File: src/rtl/sdram_pkg.sv
// Shared types for the two-port SDRAM burst arbiter: state encoding, latched grant payload.
package sdram_pkg;

    localparam int unsigned NUM_PORTS    = 2;
    localparam int unsigned GRANT_ADDR_W = 24;
    localparam int unsigned GRANT_LEN_W  = 6;

    typedef enum logic [1:0] {
        ST_IDLE     = 2'd0,
        ST_WR_GRANT = 2'd1,
        ST_RD_GRANT = 2'd2,
        ST_RELEASE  = 2'd3
    } arb_state_e;

    typedef enum logic {
        KIND_RD = 1'b0,
        KIND_WR = 1'b1
    } burst_kind_e;

    typedef struct packed {
        logic                    port;
        burst_kind_e             kind;
        logic [GRANT_LEN_W-1:0]  len;
        logic [GRANT_ADDR_W-1:0] addr;
    } grant_t;

endpackage

File: src/rtl/sdram_arb_pick.sv
// Combinational port winner selection. SDRAM_ARB_RR_EN selects round-robin,
// otherwise port 0 has fixed priority and no last-granted input exists.
module sdram_arb_pick
    import sdram_pkg::*;
(
`ifdef SDRAM_ARB_RR_EN
    input  logic                 last,
`endif
    input  logic [NUM_PORTS-1:0] req,
    output logic                 valid,
    output logic                 winner
);

    assign valid = |req;

`ifdef SDRAM_ARB_RR_EN
    // On contention the port that did not win last time goes next.
    assign winner = (&req) ? ~last : req[1];
`else
    assign winner = req[1] & ~req[0];
`endif

endmodule

File: src/rtl/sdram_burst_arbiter.sv
// Two-port burst arbiter in front of a single SDRAM controller user interface.
// Build option SDRAM_ARB_RR_EN: round-robin between ports instead of port-0 priority.
module sdram_burst_arbiter
    import sdram_pkg::*;
#(
    parameter int unsigned ADDR_WIDTH     = GRANT_ADDR_W,
    parameter int unsigned MEM_DATA_WIDTH = 16,
    parameter int unsigned BUSRT_WIDTH    = GRANT_LEN_W
) (
    input  logic                        i_sys_clk,
    input  logic                        i_sys_rst,

    input  logic [1:0]                  i_wr_burst_req,
    input  logic [2*BUSRT_WIDTH-1:0]    i_wr_burst_len,
    input  logic [2*ADDR_WIDTH-1:0]     i_wr_burst_addr,
    output logic [1:0]                  o_wr_burst_data_req,
    input  logic [2*MEM_DATA_WIDTH-1:0] i_wr_burst_data,
    output logic [1:0]                  o_wr_burst_finish,

    input  logic [1:0]                  i_rd_burst_req,
    input  logic [2*BUSRT_WIDTH-1:0]    i_rd_burst_len,
    input  logic [2*ADDR_WIDTH-1:0]     i_rd_burst_addr,
    output logic [1:0]                  o_rd_burst_data_valid,
    output logic [MEM_DATA_WIDTH-1:0]   o_rd_burst_data,
    output logic [1:0]                  o_rd_burst_finish,

    output logic                        o_mem_wr_burst_req,
    output logic [BUSRT_WIDTH-1:0]      o_mem_wr_burst_len,
    output logic [ADDR_WIDTH-1:0]       o_mem_wr_burst_addr,
    input  logic                        i_mem_wr_burst_data_req,
    output logic [MEM_DATA_WIDTH-1:0]   o_mem_wr_burst_data,
    input  logic                        i_mem_wr_burst_finish,

    output logic                        o_mem_rd_burst_req,
    output logic [BUSRT_WIDTH-1:0]      o_mem_rd_burst_len,
    output logic [ADDR_WIDTH-1:0]       o_mem_rd_burst_addr,
    input  logic                        i_mem_rd_burst_data_valid,
    input  logic [MEM_DATA_WIDTH-1:0]   i_mem_rd_burst_data,
    input  logic                        i_mem_rd_burst_finish
);

    localparam int unsigned BW = BUSRT_WIDTH;
    localparam int unsigned AW = ADDR_WIDTH;
    localparam int unsigned DW = MEM_DATA_WIDTH;

    arb_state_e           state_q, state_d;
    grant_t               grant_q, grant_d;
    logic                 mem_wr_req_q, mem_wr_req_d;
    logic                 mem_rd_req_q, mem_rd_req_d;
    logic [NUM_PORTS-1:0] port_req;
    logic                 pick_valid;
    logic                 pick_port;
    logic                 wr_active;
    logic                 rd_active;
    logic [NUM_PORTS-1:0] wr_sel;
    logic [NUM_PORTS-1:0] rd_sel;

    assign port_req = i_wr_burst_req | i_rd_burst_req;

`ifdef SDRAM_ARB_RR_EN
    logic last_q, last_d;
`endif

    sdram_arb_pick u_pick (
`ifdef SDRAM_ARB_RR_EN
        .last   (last_q),
`endif
        .req    (port_req),
        .valid  (pick_valid),
        .winner (pick_port)
    );

    // Next-state and next-grant; upstream fields are only sampled in IDLE.
    always_comb begin
        state_d      = state_q;
        grant_d      = grant_q;
        mem_wr_req_d = mem_wr_req_q;
        mem_rd_req_d = mem_rd_req_q;
`ifdef SDRAM_ARB_RR_EN
        last_d       = last_q;
`endif
        case (state_q)
            ST_IDLE: begin
                if (pick_valid) begin
                    grant_d.port = pick_port;
                    if (i_wr_burst_req[pick_port]) begin
                        grant_d.kind = KIND_WR;
                        grant_d.len  = GRANT_LEN_W'(pick_port ? i_wr_burst_len[2*BW-1 -: BW]
                                                              : i_wr_burst_len[BW-1:0]);
                        grant_d.addr = GRANT_ADDR_W'(pick_port ? i_wr_burst_addr[2*AW-1 -: AW]
                                                               : i_wr_burst_addr[AW-1:0]);
                        mem_wr_req_d = 1'b1;
                        state_d      = ST_WR_GRANT;
                    end else begin
                        grant_d.kind = KIND_RD;
                        grant_d.len  = GRANT_LEN_W'(pick_port ? i_rd_burst_len[2*BW-1 -: BW]
                                                              : i_rd_burst_len[BW-1:0]);
                        grant_d.addr = GRANT_ADDR_W'(pick_port ? i_rd_burst_addr[2*AW-1 -: AW]
                                                               : i_rd_burst_addr[AW-1:0]);
                        mem_rd_req_d = 1'b1;
                        state_d      = ST_RD_GRANT;
                    end
                end
            end
            ST_WR_GRANT: begin
                if (i_mem_wr_burst_finish) begin
                    mem_wr_req_d = 1'b0;
                    state_d      = ST_RELEASE;
`ifdef SDRAM_ARB_RR_EN
                    last_d       = grant_q.port;
`endif
                end
            end
            ST_RD_GRANT: begin
                if (i_mem_rd_burst_finish) begin
                    mem_rd_req_d = 1'b0;
                    state_d      = ST_RELEASE;
`ifdef SDRAM_ARB_RR_EN
                    last_d       = grant_q.port;
`endif
                end
            end
            ST_RELEASE: state_d = ST_IDLE;
            default:    state_d = ST_IDLE;
        endcase
    end

    always_ff @(posedge i_sys_clk) begin
        if (i_sys_rst) begin
            state_q      <= ST_IDLE;
            grant_q      <= '0;
            mem_wr_req_q <= 1'b0;
            mem_rd_req_q <= 1'b0;
`ifdef SDRAM_ARB_RR_EN
            last_q       <= 1'b1;
`endif
        end else begin
            state_q      <= state_d;
            grant_q      <= grant_d;
            mem_wr_req_q <= mem_wr_req_d;
            mem_rd_req_q <= mem_rd_req_d;
`ifdef SDRAM_ARB_RR_EN
            last_q       <= last_d;
`endif
        end
    end

    assign o_mem_wr_burst_req  = mem_wr_req_q;
    assign o_mem_wr_burst_len  = BW'(grant_q.len);
    assign o_mem_wr_burst_addr = AW'(grant_q.addr);
    assign o_mem_rd_burst_req  = mem_rd_req_q;
    assign o_mem_rd_burst_len  = BW'(grant_q.len);
    assign o_mem_rd_burst_addr = AW'(grant_q.addr);

    // Zero-latency data/handshake routing, gated to the granted port and kind.
    assign wr_active = (state_q == ST_WR_GRANT) && (grant_q.kind == KIND_WR);
    assign rd_active = (state_q == ST_RD_GRANT) && (grant_q.kind == KIND_RD);
    assign wr_sel    = {wr_active & grant_q.port, wr_active & ~grant_q.port};
    assign rd_sel    = {rd_active & grant_q.port, rd_active & ~grant_q.port};

    assign o_wr_burst_data_req   = wr_sel & {NUM_PORTS{i_mem_wr_burst_data_req}};
    assign o_wr_burst_finish     = wr_sel & {NUM_PORTS{i_mem_wr_burst_finish}};
    assign o_rd_burst_data_valid = rd_sel & {NUM_PORTS{i_mem_rd_burst_data_valid}};
    assign o_rd_burst_finish     = rd_sel & {NUM_PORTS{i_mem_rd_burst_finish}};
    assign o_rd_burst_data       = rd_active ? i_mem_rd_burst_data : '0;
    assign o_mem_wr_burst_data   = !wr_active    ? '0 :
                                   grant_q.port ? i_wr_burst_data[2*DW-1 -: DW]
                                                : i_wr_burst_data[DW-1:0];

endmodule

File: config.mk
export PLATFORM = sky130hd
export DESIGN_NAME = sdram_burst_arbiter
export DESIGN_NICKNAME = d
export VERILOG_FILES = /design/src/rtl/sdram_pkg.sv /design/src/rtl/sdram_arb_pick.sv /design/src/rtl/sdram_burst_arbiter.sv
export SDC_FILE = /design/constraint.sdc
export NUM_CORES = 1
export LEC_CHECK = 0
export ABC_AREA = 1
export CAP_MARGIN = 20
export CORE_ASPECT_RATIO = 0.9
export CORE_UTILIZATION = 31
export DETAILED_ROUTE_END_ITERATION = 8
export PLACE_DENSITY = 0.78
export SYNTH_ARGS = -nofsm -noshare
export SYNTH_HDL_FRONTEND = slang
export SYNTH_SLANG_ARGS = --single-unit
File: constraint.sdc
create_clock -name i_sys_clk -period 1.7 [get_ports i_sys_clk]
set_clock_uncertainty 0.2 [all_clocks]
set_input_delay 0.255 -clock i_sys_clk [delete_from_list [all_inputs] [get_ports i_sys_clk]]
set_output_delay 0.255 -clock i_sys_clk [all_outputs]
set_load 0.05 [all_outputs]
==> run_results.csv, run 1 <==
group,metric,value,unit
die,pin_count,280,
logic_synthesis,async_flop_share,0,%
place,port_buffers,279,
critical_path,cp-end-kind,"primary output",
job,timing.max_cap.violations,0,
logic_synthesis,ys_ff_latch,36,
logic_synthesis,synth.yosys.seq_area_share,19.8,%
route,drt-total-wl,14600,um
critical_path,crit_start,"state_q[1]$_SDFFE_PP0P_",
die,die_area,12200,um2
global_route,gr-max-usage-layer,"met2",
logic_synthesis,syn_area,3640,um2
timing,fin_crit,1.84,ns
status,status,"finished, violations left",
critical_path,rrSetupSlack,0.05,ns
timing,max_freq,543,MHz
place,gp_congestion,0.844,
clock_network,clock_latency,0.28,ns
global_route,use_met1,24.2,%
route,via_per_inst,4.47,
route,wl_per_cell,13.8,um
logic_synthesis,avgSynthCellArea,5.49,um2
clock_network,path_clk_slew,0.06,ns
global_route,grt_use_total,22.8,%
pwr,p_leak,3.74,nW
logic_synthesis,yosysTopAreaCell,"nand2_1",
logic_synthesis,synth_most_common_cell,"nand2_1",
place,place_worst_setup_slack,-0.249,ns
timing,slew_headroom,80.7,%
logic_synthesis,ys.flop_type,"dfxtp_1",
critical_path,path_class,"reg -> out",
cells_and_area,postLayoutCellArea,7870,um2
timing,fin_ws,-0.141,ns
global_route,grt_pass1_wl,21900,um
global_route,grt_max_degree,26,
die,core,11400,um2
clock_network,cts_root_buf,"clkbuf_16",
timing,rsz0062_at_grt,"yes",
logic_synthesis,synth_cells,664,
die,rows,37,
place,placed_area,7330,um2
global_route,grtUsageMet3,6.03,%
timing,setup_viol_count_final,39,
cells_and_area,drive_gt1_share,26.4,%
route,via_count,4709,
clock_network,cts_sinks,36,
status,violations,"setup timing",
die,fp.dieH,105,um
critical_path,required,1.24,ns
logic_synthesis,synth_edf_count,0,
route,drt_iter0_drc,210,
logic_synthesis,synth_common_cells,"nand2_1, inv_1, nor2_1",
clock_network,cts_htree_levels,2,
global_route,overflow,0,
global_route,grt_pass1_vias,4521,
pwr,p_per_area,1310,nW/um2
clock_network,clock_path_buffers,2,
route,final_antenna_net_count,0,
logic_synthesis,synth_warnings,0,
die,die_x,116,um
timing,final_hold_viol_count,0,
route,dr.pass1.iters,6,
logic_synthesis,synthTopCellsByArea,"nand2_1, dfxtp_1, buf_4",
logic_synthesis,syn_nets,846,
place,dpl.hpwl,11200,um
clock_network,cts_tree,"done",
pwr,vdd_ir_drop_max,0.000947,V
timing,slew_violations,0,
clock_network,numCtsBuffers,5,
critical_path,ff2ff_path_depth,10,
die,start_util,31.9,%
logic_synthesis,ys_types,24,
critical_path,cp-start-kind,"register",
route,drcViolationCount,0,
critical_path,cp_max_fo,9,
critical_path,r2r_start,"state_q[1]$_SDFFE_PP0P_",
timing,fin_crit_sh,108,%
cells_and_area,diodes,0,
clock_network,holdBufCountCts,0,
global_route,grt_antenna_before_repair,0,
critical_path,endpoint,"o_mem_wr_burst_data[14]",
min_path,hp-class,"reg -> reg",
critical_path,cp_data_arrival_time,1.39,ns
critical_path,r2r-end,"o_mem_wr_burst_req$_SDFFE_PP0P_",
cells_and_area,nets,1079,
global_route,grtUsageMet2,43.2,%
timing,worst_pin_slew,0.289,ns
cells_and_area,syn_to_final_growth,116,%
logic_synthesis,netlist.area_leader.share,20.0,%
-- cells in the final DEF, fill, tap and decap left out, types with 16 or more instances in the layout --
master / synthesis / routed
dfxtp_1: 36 / 33
nand2_1: 194 / 185
nor2_1: 89 / 64
clkdlybuf4s50_1: 0 / 174
nor2_4: 2 / 22
a21oi_1: 36 / 20
inv_1: 108 / 105
buf_12: 0 / 82
nand3_1: 73 / 72
a21oi_4: 0 / 16
buf_4: 61 / 36
-- stage by stage --
| stage | hold WS [ns] | TNS [ns] | power [mW] | utilization, % | std cells |
|---|---|---|---|---|---|
| after floorplan | 0.268 | -2.04 | 6.08 | - | 664 |
| after global placement | 0.315 | -6.36 | 8.85 | 64.1 | 1039 |
| after CTS | 0.299 | -4.57 | 10.2 | 67.5 | 1050 |
| after global routing | 0.316 | -6.33 | 10.9 | 68.9 | 1054 |
| after detailed placement | 0.319 | -6.74 | 8.92 | 64.1 | 1039 |
| final | 0.295 | -4.34 | 10.3 | 68.9 | 1054 |
-- registers in the layout, summed over array words and instances (netlist names) --
| name | flops |
|---|---|
| o_mem_rd_burst_len | 6 |
| o_mem_rd_burst_req | 1 |
| o_mem_wr_burst_req | 1 |
| o_mem_rd_burst_addr | 24 |
| grant_q | 2 |
| state_q | 2 |
-- cells by family after synthesis --
group	count (synthesis)	synth area share, %
and+or+nand+nor	377	44.0
buffers and inverters	207	29.1
AOI/OAI and AO/OA	40	5.80
DFF	36	19.8
adders and majority gates	4	1.37
-- metal layers --
layer | wire length, um | vias to the layer above | share of wire, %
li1 | - | 2390 | -
met1 | 5410 | 2098 | 37
met2 | 7640 | 200 | 52
met3 | 1230 | 21 | 8.4
met4 | 312 | 0 | 2.1
met5 | 0 | - | 0
-- report_power, final --
part / switching, mW / leakage (nW) / internal (mW)
logic: 4.19 / 3.36 / 3.42
clock network: 0.370 / 0.0798 / 0.689
registers: 0.486 / 0.301 / 1.16
total: 5.05 / 3.74 / 5.27
-- critical path, cell delays in order, from the launching register on --
cell,delay (ns)
dfxtp_2,0.33
inv_2,0.08
ha_4,0.14
nand2_4,0.07
buf_12,0.17
a21oi_4,0.13
buf_6,0.18
-- final cells by class --
cell class	count	area [um2]
Tap cell	156	195
Inverter	115	442
Multi-Input combinational cell	421	2350
Clock inverter	3	42.5
Clock buffer	5	125
Fill cell	889	3560
Timing Repair Buffer	318	3990
Sequential cell	36	724
-- what timing repair did --
| item | 4_1_cts | 5_1_grt |
|---|---|---|
| gates resized for setup | 49 | 30 |
| endpoints found under the setup margin | 41 | 64 |
| pin swaps | 6 | 7 |
| cloned | 0 | 1 |
| buffers inserted | 3 | 3 |
-- worst min-delay path by stage --
stage,startpoint,to,slack [ns],cells after the start
after global routing,grant_q[31]$_SDFFE_PP0P_,grant_q[31]$_SDFFE_PP0P_,0.32,2
after floorplan,i_mem_wr_burst_finish,o_mem_wr_burst_req$_SDFFE_PP0P_,0.27,3
after global placement,grant_q[31]$_SDFFE_PP0P_,grant_q[31]$_SDFFE_PP0P_,0.32,2
final,grant_q[31]$_SDFFE_PP0P_,grant_q[31]$_SDFFE_PP0P_,0.30,2
after detailed placement,grant_q[31]$_SDFFE_PP0P_,grant_q[31]$_SDFFE_PP0P_,0.32,2
after CTS,grant_q[31]$_SDFFE_PP0P_,grant_q[31]$_SDFFE_PP0P_,0.30,2
No activity file was read; power rests on OpenSTA's default activity.
==> run 2: changes to the inputs <==
--- a/config.mk
+++ b/config.mk
@@ -7,10 +7,10 @@
 export LEC_CHECK = 0
 export ABC_AREA = 1
 export CAP_MARGIN = 20
-export CORE_ASPECT_RATIO = 0.9
-export CORE_UTILIZATION = 31
+export CORE_AREA = 2 2 109 111
 export DETAILED_ROUTE_END_ITERATION = 8
-export PLACE_DENSITY = 0.78
+export DIE_AREA = 0 0 111 113
+export PLACE_DENSITY = 0.79
 export SYNTH_ARGS = -nofsm -noshare
 export SYNTH_HDL_FRONTEND = slang
 export SYNTH_SLANG_ARGS = --single-unit
==> constraint.sdc (replaced) <==
create_clock -name i_sys_clk -period 1.9 [get_ports i_sys_clk]
set_clock_uncertainty 0.2 [all_clocks]
set_input_delay 0.285 -clock i_sys_clk [delete_from_list [all_inputs] [get_ports i_sys_clk]]
set_output_delay 0.285 -clock i_sys_clk [all_outputs]
set_load 0.05 [all_outputs]
==> run_results.csv, run 2 (same netlist as run 1, synthesis figures left out) <==
group,metric,value,unit
cells_and_area,n_fill_cell,1044,
route,drcViolationCount,0,
cells_and_area,layout_common_cells,"nand2_1, clkdlybuf4s50_1, inv_1",
route,drt_iter0_drc,307,
timing,max_freq,530,MHz
clock_network,cts_root_buf,"clkbuf_16",
pwr,p_leak,3.45,nW
die,fp.dieH,113,um
critical_path,path_class,"reg -> out",
timing,whs,0.322,ns
clock_network,clock_latency,0.27,ns
cells_and_area,drive_gt1_share,24.1,%
clock_network,clock_path_buffers,2,
timing,fin_crit_sh,99.4,%
route,final_antenna_net_count,0,
critical_path,cp_data_arrival_time,1.40,ns
timing,fin_setup_tns,0,ns
clock_network,cts_tree,"done",
status,status,"finished, final reports clean",
route,dr.pass1.iters,5,
die,pin_count,280,
timing,slew_violations,0,
pwr,power_frac_comb,71.9,%
die,rows,39,
critical_path,rrSetupSlack,0.15,ns
cells_and_area,multiInputGateArea,2150,um2
timing,slew_headroom,79.1,%
cells_and_area,final_cells,1036,
global_route,overflow,0,
timing,setup_viol_count_final,0,
clock_network,holdBufCountCts,0,
pwr,clockPowerShare,11.8,%
pwr,p_seq_share,16.3,%
global_route,grt_pass1_vias,4514,
die,start_util,32.3,%
clock_network,cts_sinks,36,
job,timing.max_cap.violations,0,
clock_network,path_clk_slew,0.06,ns
cells_and_area,final-seq-area,726,um2
global_route,grt_antenna_before_repair,0,
place,dpl.hpwl,11100,um
pwr,p_per_area,1150,nW/um2
route,wl_per_cell,13.5,um
pwr,vdd_ir_drop_max,0.000940,V
global_route,grt_use_total,21.4,%
route,drt-total-wl,14000,um
timing,fin_ws,0.0115,ns
die,die_area,12500,um2
timing,final_hold_viol_count,0,
place,placed_area,6450,um2
die,core,11300,um2
cells_and_area,final_common_cell,"nand2_1",
timing,worst_pin_slew,0.312,ns
place,dp_cells,1022,
place,gp_congestion,0.816,
pwr,p_switching,4.21,mW
critical_path,cp_max_fo,9,
cells_and_area,postLayoutCellArea,6960,um2
cells_and_area,diodes,0,
cells_and_area,largest_register_ffs,24,
place,place_worst_setup_slack,-0.0638,ns
route,via_per_inst,4.52,
cells_and_area,syn_to_final_growth,91.0,%
cells_and_area,nets,1074,
critical_path,required,1.41,ns
pwr,intPower,3.80,mW
route,via_count,4678,
place,port_buffers,279,
global_route,grt_pass1_wl,22100,um
global_route,grt_max_degree,25,
pwr,p_sw_share,52.6,%
timing,rsz0062_at_grt,"yes",
timing,fin_crit,1.89,ns
clock_network,cts_htree_levels,2,
min_path,hp-class,"reg -> reg",
critical_path,cp-start-kind,"register",
die,die_x,111,um
clock_network,numCtsBuffers,5,
critical_path,cp-end-kind,"primary output",
==> run 2: cell count changes in the layout (fill, tap and decap cells not counted), moves of 3 or more <==
cell,previous run,this run
buf_12,82,32
buf_4,36,84
a21oi_4,16,1
a21oi_2,0,11
buf_8,7,1
nand2_1,185,190
nand2_4,7,2
nor2_1,64,69
a21oi_1,20,24
clkdlybuf4s50_1,174,177
dlymetal6s2s_1,3,0
nor2_4,22,19
==> run 2: layout make-up <==
cell class / count / area share (%)
Clock buffer: 5 / 1.80
Clock inverter: 3 / 0.611
Inverter: 115 / 6.27
Multi-Input combinational cell: 421 / 30.9
Sequential cell: 36 / 10.4
Tap cell: 143 / 2.57
Timing Repair Buffer: 313 / 47.4
==> run 2: final timing paths <==
kind,start,to,cells after the start
min reg2reg,o_mem_rd_burst_req$_SDFFE_PP0P_,o_mem_rd_burst_req$_SDFFE_PP0P_,4
max reg2reg,state_q[1]$_SDFFE_PP0P_,o_mem_rd_burst_addr[6]$_SDFFE_PP0P_,9
min,o_mem_rd_burst_req$_SDFFE_PP0P_,o_mem_rd_burst_req$_SDFFE_PP0P_,4
max,state_q[1]$_SDFFE_PP0P_,o_mem_wr_burst_data[5],6
==> run 2: power by group through the flow <==
stage	registers, mW	logic (mW)	clock network (mW)
after CTS	1.30	5.62	0.974
after global routing	1.34	6.11	1.01
after floorplan	1.25	4.03	0
after detailed placement	1.29	5.44	0
after global placement	1.29	5.39	0
final	1.30	5.76	0.943
==> run 2: what timing repair did <==
item | 4_1_cts | 5_1_grt
cloned | 1 | 1
endpoints found under the setup margin | 40 | 28
resized for setup | 25 | 41
pin swaps | 2 | 5
buffers inserted | 2 | 2
==> run 2: metrics by stage <==
| step | total power, mW | utilization [%] |
|---|---|---|
| CTS | 7.89 | 60.0 |
| floorplan | 5.29 | - |
| finish | 8.01 | 61.8 |
| detailed placement | 6.73 | 57.2 |
| global route | 8.46 | 61.8 |
| global placement | 6.68 | 57.2 |
==> run 2: worst max-delay path: stages, from the launching register on <==
cell and delay, ns:
dfxtp_4 0.36, inv_4 0.06, ha_4 0.14, nand2_4 0.08, buf_8 0.16, a21oi_1 0.11
buf_4 0.21
==> run 2: layer usage <==
metal / global-route usage [%] / wire [um] / share of wire, % / vias to the layer above
met2: 40.4 / 7110 / 51 / 177
li1: - / - / - / 2384
met4: 4.00 / 138 / 0.99 / 0
met5: 0 / 0 / 0 / -
met3: 4.87 / 1000 / 7.2 / 8
met1: 24.9 / 5710 / 41 / 2109
